==> config.mk <==
export PLATFORM = sky130hd
export DESIGN_NAME = divider_arbiter
export DESIGN_NICKNAME = d
export VERILOG_FILES = /design/src/rtl/divider_arbiter.sv
export SDC_FILE = /design/constraint.sdc
export NUM_CORES = 1
export LEC_CHECK = 0
export CAP_MARGIN = 20
export CORE_MARGIN = 2
export CORE_UTILIZATION = 38
export DETAILED_ROUTE_END_ITERATION = 10
export PLACE_DENSITY = 0.81
export REMOVE_ABC_BUFFERS = 1
export SYNTH_ARGS = -nofsm -noshare
export SYNTH_HDL_FRONTEND = slang
export SYNTH_SLANG_ARGS = --single-unit
==> constraint.sdc <==
create_clock -name clk -period 2.7 [get_ports clk]
set_clock_uncertainty 0.1 [all_clocks]
set_input_delay 0.54 -clock clk [delete_from_list [all_inputs] [get_ports clk]]
set_output_delay 0.54 -clock clk [all_outputs]
set_load 0.02 [all_outputs]
==> src/rtl/divider_arbiter.sv <==
// Round-robin arbiter that shares one 8-bit sequential divider among NUM_REQ requesters.
// Build option DIV_ARB_ZERO_BYPASS_EN answers divide-by-zero requests directly, leaving the divider idle.
module divider_arbiter #(
    parameter int NUM_REQ = 4
) (
    input  logic                   clk,
    input  logic                   rst,
    input  logic [NUM_REQ-1:0]     req_valid,
    output logic [NUM_REQ-1:0]     req_ready,
    input  logic [8*NUM_REQ-1:0]   req_dividend,
    input  logic [8*NUM_REQ-1:0]   req_divisor,
    output logic [NUM_REQ-1:0]     resp_valid,
    output logic [7:0]             resp_quotient,
    output logic [7:0]             resp_remainder,
    output logic                   resp_div_zero,
    output logic                   busy,
    output logic                   div_start,
    output logic [7:0]             div_dividend,
    output logic [7:0]             div_divisor,
    input  logic [7:0]             div_quotient,
    input  logic [7:0]             div_remainder,
    input  logic                   div_ready
);
    localparam int IDX_W = $clog2(NUM_REQ);

    typedef enum logic [1:0] {
        IDLE  = 2'd0,
        ISSUE = 2'd1,
        WAIT  = 2'd2,
        RESP  = 2'd3
    } state_t;

    state_t           state_q, state_d;
    logic [IDX_W-1:0] rr_ptr_q, rr_ptr_d;
    logic [IDX_W-1:0] owner_q, owner_d;

    logic [IDX_W-1:0] win_idx;
    logic             win_found;
    logic [IDX_W:0]   cand;
    logic [7:0]       dividend_arr [NUM_REQ];
    logic [7:0]       divisor_arr  [NUM_REQ];
    logic [7:0]       win_dividend;
    logic [7:0]       win_divisor;
    logic             win_zero;
    logic             accept;

    logic [7:0]       div_dividend_q, div_divisor_q;
    logic [7:0]       resp_quotient_q, resp_remainder_q;
    logic             div_zero_q;

    generate
        for (genvar gi = 0; gi < NUM_REQ; gi++) begin : g_unpack
            assign dividend_arr[gi] = req_dividend[8*gi +: 8];
            assign divisor_arr[gi]  = req_divisor[8*gi +: 8];
        end
    endgenerate

    // Rotating priority search: first pending requester at or above rr_ptr, wrapping around.
    always_comb begin
        win_found = 1'b0;
        win_idx   = '0;
        cand      = '0;
        for (int k = 0; k < NUM_REQ; k++) begin
            cand = {1'b0, rr_ptr_q} + (IDX_W+1)'(k);
            if (cand >= (IDX_W+1)'(NUM_REQ)) begin
                cand = cand - (IDX_W+1)'(NUM_REQ);
            end
            if (!win_found && req_valid[cand[IDX_W-1:0]]) begin
                win_found = 1'b1;
                win_idx   = cand[IDX_W-1:0];
            end
        end
    end

    assign win_dividend = dividend_arr[win_idx];
    assign win_divisor  = divisor_arr[win_idx];
    assign win_zero     = (win_divisor == 8'd0);
    assign accept       = (state_q == IDLE) && win_found;

    always_ff @(posedge clk) begin
        if (rst) begin
            state_q  <= IDLE;
            rr_ptr_q <= '0;
            owner_q  <= '0;
        end else begin
            state_q  <= state_d;
            rr_ptr_q <= rr_ptr_d;
            owner_q  <= owner_d;
        end
    end

    always_comb begin
        state_d  = state_q;
        rr_ptr_d = rr_ptr_q;
        owner_d  = owner_q;
        case (state_q)
            IDLE: begin
                if (win_found) begin
                    owner_d  = win_idx;
                    rr_ptr_d = (win_idx == IDX_W'(NUM_REQ-1)) ? '0 : win_idx + IDX_W'(1);
`ifdef DIV_ARB_ZERO_BYPASS_EN
                    state_d  = win_zero ? RESP : ISSUE;
`else
                    state_d  = ISSUE;
`endif
                end
            end
            ISSUE:   state_d = WAIT;
            // div_ready is only looked at from WAIT on; during ISSUE it still reflects the previous op.
            WAIT:    if (div_ready) state_d = RESP;
            RESP:    state_d = IDLE;
            default: state_d = IDLE;
        endcase
    end

    always_ff @(posedge clk) begin
        if (rst) begin
            div_dividend_q   <= '0;
            div_divisor_q    <= '0;
            div_zero_q       <= 1'b0;
            resp_quotient_q  <= '0;
            resp_remainder_q <= '0;
        end else begin
            if (accept) begin
                div_dividend_q <= win_dividend;
                div_divisor_q  <= win_divisor;
                div_zero_q     <= win_zero;
`ifdef DIV_ARB_ZERO_BYPASS_EN
                if (win_zero) begin
                    resp_quotient_q  <= 8'hFF;
                    resp_remainder_q <= win_dividend;
                end
`endif
            end
            if ((state_q == WAIT) && div_ready) begin
                resp_quotient_q  <= div_quotient;
                resp_remainder_q <= div_remainder;
            end
        end
    end

    always_comb begin
        req_ready     = '0;
        resp_valid    = '0;
        div_start     = 1'b0;
        resp_div_zero = 1'b0;
        busy          = (state_q != IDLE);
        case (state_q)
            IDLE: begin
                if (win_found && !rst) begin
                    req_ready[win_idx] = 1'b1;
                end
            end
            ISSUE: div_start = 1'b1;
            RESP: begin
                resp_valid[owner_q] = 1'b1;
                resp_div_zero       = div_zero_q;
            end
            default: ;
        endcase
    end

    assign div_dividend   = div_dividend_q;
    assign div_divisor    = div_divisor_q;
    assign resp_quotient  = resp_quotient_q;
    assign resp_remainder = resp_remainder_q;
endmodule
* Word-level counts from Yosys, hierarchy flattened
Index checks and enable logic that the tools add are counted.
** Word-level totals
- Output and inout bits :: 43
- Register bits after elaboration :: 39
** Cells by class
- Reduce and logical (&&, ||, !) cells :: 17
- Add/sub/neg operators :: 8
- $lt $le $gt $ge :: 13
- Mux-type cells :: 39
- Bitwise logic cells :: 1
- Equality and inequality tests :: 6
** Operators with widths (number)
- binary-select mux 8 bit (select 2 bit) :: 2
- 2-to-1 mux 8 bit :: 4
- 2-to-1 mux 2 bit :: 11
- less-than comparator 2 x 3 -> 1 bit (second input constant) :: 6
- >= comparator 3 bit (second input constant) :: 4
- 2-to-1 mux 1 bit :: 12
- 2-to-1 mux 4 bit :: 3
- binary-select mux 1 bit (select 2 bit) :: 4
- logical AND 1 bit :: 8
- zero test 8 bit :: 1
- case mux 2 bit (4 select lines) :: 1
- subtractor 2 x 1 -> 2 bit (second input constant) :: 4
- adder 2 x 2 -> 3 bit (second input constant) :: 2
- equality test 2 bit (second input constant) :: 3
- demux 1 bit (select 2 bit) :: 2
- >= comparator 2 x 1 -> 1 bit (second input constant) :: 2
- zero test 1 bit :: 4
- != test 2 bit (second input constant) :: 2
- AND reduction 2 bit :: 2
- adder 2 x 1 -> 3 bit (second input constant) :: 1
- >= comparator 2 x 3 -> 1 bit (second input constant) :: 1
- NOT 2 -> 3 bit :: 1
- adder 2 x 1 -> 2 bit (second input constant) :: 1
- equality test 2 x 1 -> 1 bit (second input constant) :: 1
- other kinds (2) :: 2

* Logic depth before layout (Yosys ltp)
- Depth in word-level cells :: 20
- Gate-level depth with buffers :: 10
- Mapped depth without buffers :: 8

* Least setup slack after synthesis
Ideal clock, no wire load.
- Kind :: in2out
- From :: input req_valid[1]
- To :: output req_ready[3]
- Required time :: 2.060 ns
- Arrival time :: 2.063 ns
- Path buffers :: 2
- Stages on the path :: 8
- Slack :: -0.003 ns
- Cell sequence :: nand2b_1 > o221ai_4 > nand2_4 > inv_4 > clkbuf_1 > buf_2 > ha_1 > and2_1
** Between the ends
- Longest elaborated chain between the ends :: 18
- Elaborated cells on any way between the ends :: 30
- Classes of those cells :: 2 x order compare; 20 x mux; 8 x reduce/logical
** Ends and longest elaborated chain
- from (decl) :: RTL line 8 : input logic [NUM_REQ-1:0] req_valid,
- binary-select mux 1 bit (select 2 bit) :: RTL line 68 : if (!win_found && req_valid[cand[IDX_W-1:0]]) begin
- 2-to-1 mux 1 bit (not written as such) :: RTL line 68
- 2-to-1 mux 1 bit :: RTL line 68
- zero test 1 bit :: RTL line 68
- logical AND 1 bit :: RTL line 68
- 2-to-1 mux 1 bit :: RTL line 68
- zero test 1 bit :: RTL line 68
- logical AND 1 bit :: RTL line 68
- [3 not listed]
- 2-to-1 mux 2 bit (*) :: RTL line 68
- net win_idx[1] :: RTL line 37 : logic [IDX_W-1:0] win_idx;
- less-than comparator 2 x 3 -> 1 bit (not written as such) or >= comparator 2 x 1 -> 1 bit (tied branches) :: RTL line 151 : req_ready[win_idx] = 1'b1;
- logical AND 1 bit (not written as such) :: RTL line 151
- 2-to-1 mux 1 bit (not written as such) :: RTL line 151
- demux 1 bit (select 2 bit) (*) :: RTL line 151
- 2-to-1 mux 4 bit (*) :: RTL line 150 : if (win_found && !rst) begin
- 2-to-1 mux 4 bit (*) :: RTL line 148 : case (state_q)
- to (decl) :: RTL line 9 : output logic [NUM_REQ-1:0] req_ready,
The timed path passes the listed nets; every way through them passes the cells marked *. The select of a mux whose other input is x is not followed.

* Worst setup path after layout
- From :: input req_valid[1]
- To :: output req_ready[2]
** Between the ends
- Longest elaborated chain between the ends :: 18
- Elaborated cells on any way between the ends :: 30
- Classes of those cells :: 2 x order compare; 20 x mux; 8 x reduce/logical
** Ends and longest elaborated chain (RTL line)
- binary-select mux 1 bit (select 2 bit) :: 68
- 2-to-1 mux 1 bit (not written as such) :: 68
- 2-to-1 mux 1 bit :: 68
- zero test 1 bit :: 68
- logical AND 1 bit :: 68
- 2-to-1 mux 1 bit :: 68
- zero test 1 bit :: 68
- logical AND 1 bit :: 68
- [2 not listed]
- logical AND 1 bit :: 68
- 2-to-1 mux 2 bit :: 68
- less-than comparator 2 x 3 -> 1 bit (not written as such) or >= comparator 2 x 1 -> 1 bit (tied branches) :: 151
- logical AND 1 bit (not written as such) :: 151
- 2-to-1 mux 1 bit (not written as such) :: 151
- demux 1 bit (select 2 bit) :: 151
- 2-to-1 mux 4 bit (*) :: 150
- 2-to-1 mux 4 bit (*) :: 148
Every way passes the cells marked *; elsewhere a longest branch is shown, timed or not. The select of a mux whose other input is x is not followed.

==> results by stage <==
Place:
- The HPWL after detailed placement is between 5000 and 6000 µm.
- The cell area after placement is 3705 µm².
- The minimum setup slack after placement is -0.5681 ns.
- The count of buffers added on input and output ports is 129.
- At the end of routability-driven placement, the weighted congestion stood at 0.7851.

Layout:
- Of the cells placed in the final design, the portion with a size suffix greater than 1 is 13.53%.
- Once layout is done, the placed cells without fillers occupy ~3900 µm².
- After filler insertion, the fill cell instance count of the layout stands at roughly 500.
- Registers take between 700 and 800 µm².
- 0 antenna diodes ended up in the layout.
- The area of combinational cells with multiple inputs is 1349 µm².
- The number of nets in the layout is around 550.
- Relative to the synthesized area, the layout overhead comes to 74.69%.

Global routing:
- The number of global-route vias before repair is around 2.6k.
- The maximum number of pins on one net before global-route repair is 40.
- met2 is the most crowded layer.
- The total global-route track usage is a little under a quarter.
- The aggregate global routing overflow is 0.
- For met2 alone, demand over resource in global routing was 39.08%.
- The met1 capacity usage during global routing is around 28%.
- Global routing consumed, on the met3 layer, around 4.6% of the routing resources.
- The wire length of the first global-routing pass is approximately 12,000 µm.
- The initial antenna violation count is 0.

Timing:
- The hold violation count in the final report was 0.
- The final period utilization is a little over nine tenths.
- The worst path needs around 2.6 ns of the cycle, external delays included.
- Headroom to the max-slew limit came out at between 60% and 70%.
- For the pin with the worst max-slew slack, the measured transition is slightly below 0.6 ns.
- The count of pins over their slew limit is 0.
- The tightest hold path in the finished design has a slack of approximately 0.36 ns.
- The sum of negative setup slack is 0 ns.
- The final number of setup-violating endpoints is 0.
- The top achievable clock speed is roughly 380 MHz.
- Setup repair after global routing left no endpoint under its margin.
- The final critical-path setup slack is 0.08060 ns.

Worst setup path:
- The biggest fanout along the worst timing path is 3.
- Traced cell by cell, the critical path runs through dlygate4sd2_1 -> a21boi_2 -> o22ai_2 -> or2_4 -> buf_4 -> ha_1 -> and2_1 -> buf_2.
- For the worst setup path, the data required time is around 2 ns.
- In this run the critical register-to-register path is launched from rr_ptr_q[1].
- The most critical setup path has its startpoint at req_valid[1].
- The worst setup path endpoint is req_ready[2].
- Among all stages on the critical path, the largest delay is contributed by sky130_fd_sc_hd__or2_4.
- For this run, the slowest stage of the critical path takes around 0.28 ns.
- For the worst flop-to-flop path, the logic depth is 9.
- The arrival time at the worst endpoint is 1.98 ns.
- The kind of end point of the critical path is an output pin.
- The kind of start point of the critical path is an input pin.
- The endpoint identified for the worst register-to-register timing path is div_zero_q.
- The startpoint-to-endpoint class of the critical path is input pin to output pin.
- The worst register-to-register path has a setup slack of 0.15 ns.

Logic synthesis:
- Ranked by instance count, the synthesized netlist is headed by sky130_fd_sc_hd__nand2_1 (79), sky130_fd_sc_hd__dfxtp_1 (39), sky130_fd_sc_hd__a21oi_1 (37).
- In this run, distinct cell masters in the synthesized netlist total 37.
- Of all flip-flops after synthesis, the portion carrying an async set or reset was 0%.
- Each instance of the synthesized netlist takes up on average roughly 7.2 µm².
- The cell area after synthesis is around 2200 µm².
- After synthesis, the largest area contributor takes up between 30% and 40% of total cell area.
- The synthesized instance count is ~300.
- The post-synthesis cell type with the largest combined area is sky130_fd_sc_hd__dfxtp_1.
- Among all flip-flop cells after synthesis, the most frequent one is sky130_fd_sc_hd__dfxtp_1.
- The dominant cell by count in the synthesized netlist is sky130_fd_sc_hd__nand2_1.
- By area the synthesized netlist is led by sky130_fd_sc_hd__dfxtp_1 (35%), sky130_fd_sc_hd__nand2_1 (13%), sky130_fd_sc_hd__a21oi_1 (8.4%).
- The warning count from the yosys run is 0.
- The share of synthesized area occupied by flip-flops and latches is between 30% and 40%.
- In this run, synthesis inferred 0 flip-flops with an integrated enable.
- After synthesis the netlist holds a flip-flop and latch count of 39.

Power and ir drop:
- Dividing total power by cell area gives a power density of approximately 860 nW/µm².
- The leakage power figure is 0.001536 µW.
- The worst-case IR drop observed on VDD is 0.5139 mV.
- Total power for the finished layout comes to 3333 µW.

Clock network:
- The clock passes through at most 2 buffers.
- The post-CTS setup buffer count is 0.
- The total clock sinks is 39.
- The CTS root buffer is sky130_fd_sc_hd__clkbuf_8.
- The total clock buffers created by CTS is 5.
- The TritonCTS clock tree is done.
- The clock transition at the register clock pins on the worst setup and hold paths after CTS is roughly 0.07 ns.
- The clock network latency to the later pin of the worst-skew pair is around 0.29 ns.
- The CTS H-tree depth is 2.
- The number of hold-repair buffers added at the cts stage is 0.

Route:
- Dividing the detail-routed wire length by the instance count gives 14.25 µm.
- The first-pass detailed-route iteration total is 4.
- Once detail routing completed, the nets flagged for antenna violations numbered 0.
- After detailed routing, the total wire length is between 7000 and 8000 µm.
- Across all layers, the routed design uses approximately 2.7k vias.
- The detailed router finished its first iteration with 67 violations.
- Using the TritonRoute via totals, the vias-per-cell ratio works out to slightly above 5.
- The DRC violation count after routing is 0.

Outcome:
- The run finished with clean final reports.

Die:
- The floorplan has 27 rows.
- The chip width is roughly 80 µm.
- The total area inside the core boundary comes to ~5600 µm².
- Pin placement for this block handled 130 I/O pins.
- The die height is between 80 and 90 µm.
- Once the floorplan was initialized, standard cells occupied between 30% and 40% of the core.
- The die area is ~6400 µm².

Worst hold path:
- The class of the worst hold path is flip-flop to flip-flop.

Flow run:
- The number of max-cap violations is 0.
-- logic make-up (layout without fill, tap and decap cells) --
logic type,Yosys count,count (layout),share of synthesized area [%]
muxes,1,1,0.4530
buffers and inverters,29,175,6.342
AOI/OAI and AO/OA,78,78,23.27
DFF,39,39,35.33
and+or+nand+nor,150,150,30.07
adders and majority gates,8,8,4.530
-- metrics by stage --
stage                     instances  util [%]
final                           523     69.25
after global routing            523     69.25
after CTS                       523     68.37
after detailed placement        515     66.46
after global placement          515     66.46
after floorplan                 285         -
-- cell type report --
cell class	count	area share [%]
inverters	9	0.9400
repair buffers	158	38.64
clock buffers	5	1.783
multi-input cells	237	34.94
flip-flops and latches	39	20.23
well taps	72	2.334
clock inverters	3	1.135
-- metal layers --
layer	routed length, µm	share of wire, %	up-vias
li1	-	-	1338
met1	3049	41	1245
met2	3714	50	85
met3	379	5.1	23
met4	310	4.2	0
met5	0	0	-
-- placed cells by master, fill, tap and decap left out, types with 8 or more instances in the layout --
| master | n |
|---|---|
| sky130_fd_sc_hd__a211oi_2 | 8 |
| sky130_fd_sc_hd__a21boi_0 | 14 |
| sky130_fd_sc_hd__a21oi_1 | 37 |
| sky130_fd_sc_hd__buf_4 | 28 |
| sky130_fd_sc_hd__clkdlybuf4s50_1 | 121 |
| sky130_fd_sc_hd__dfxtp_1 | 39 |
| sky130_fd_sc_hd__ha_1 | 8 |
| sky130_fd_sc_hd__nand2_1 | 79 |
| sky130_fd_sc_hd__nand3_1 | 24 |
| sky130_fd_sc_hd__nor2_1 | 19 |
| sky130_fd_sc_hd__nor3_1 | 9 |
-- power by group --
group,switching [µW],internal [µW]
clock network,216,275
logic,1070,906
registers,117,743
-- registers in the layout, indices dropped and copies added, names as in the netlist --
signal,count
div_dividend,8
div_divisor,8
resp_quotient,8
resp_remainder,8
owner_q,2
rr_ptr_q,2
state_q,2
div_zero_q,1
-- worst min path at each step --
stage                 startpoint                end  slack [ns]  cells after the start
2_1_floorplan         div_zero_q         div_zero_q        0.33                      2
3_3_place_gp   resp_remainder[4]  resp_remainder[4]        0.34                      2
3_5_place_dp    resp_quotient[2]   resp_quotient[2]        0.35                      2
4_1_cts          div_dividend[2]    div_dividend[2]        0.36                      2
5_1_grt        resp_remainder[5]  resp_remainder[5]        0.38                      2
6_report         div_dividend[2]    div_dividend[2]        0.36                      2
-- what timing repair did --
| action | 4_1_cts | 5_1_grt |
|---|---|---|
| gates resized for setup | 24 | 10 |
| endpoints found under the setup margin | 5 | 2 |
| pin swaps | 1 | 0 |
| hold endpoints to repair | 0 | 0 |
-- worst max-delay path, delay by kind of cell --
kind | cells | cell delay [ns]
AND/OR/NAND/NOR | 2 | 0.41
AO/OA/AOI/OAI | 2 | 0.31
buffers and inverters | 3 | 0.54
adder cells (fa/ha/maj) | 1 | 0.18
Power figures use the tool's default switching activity.
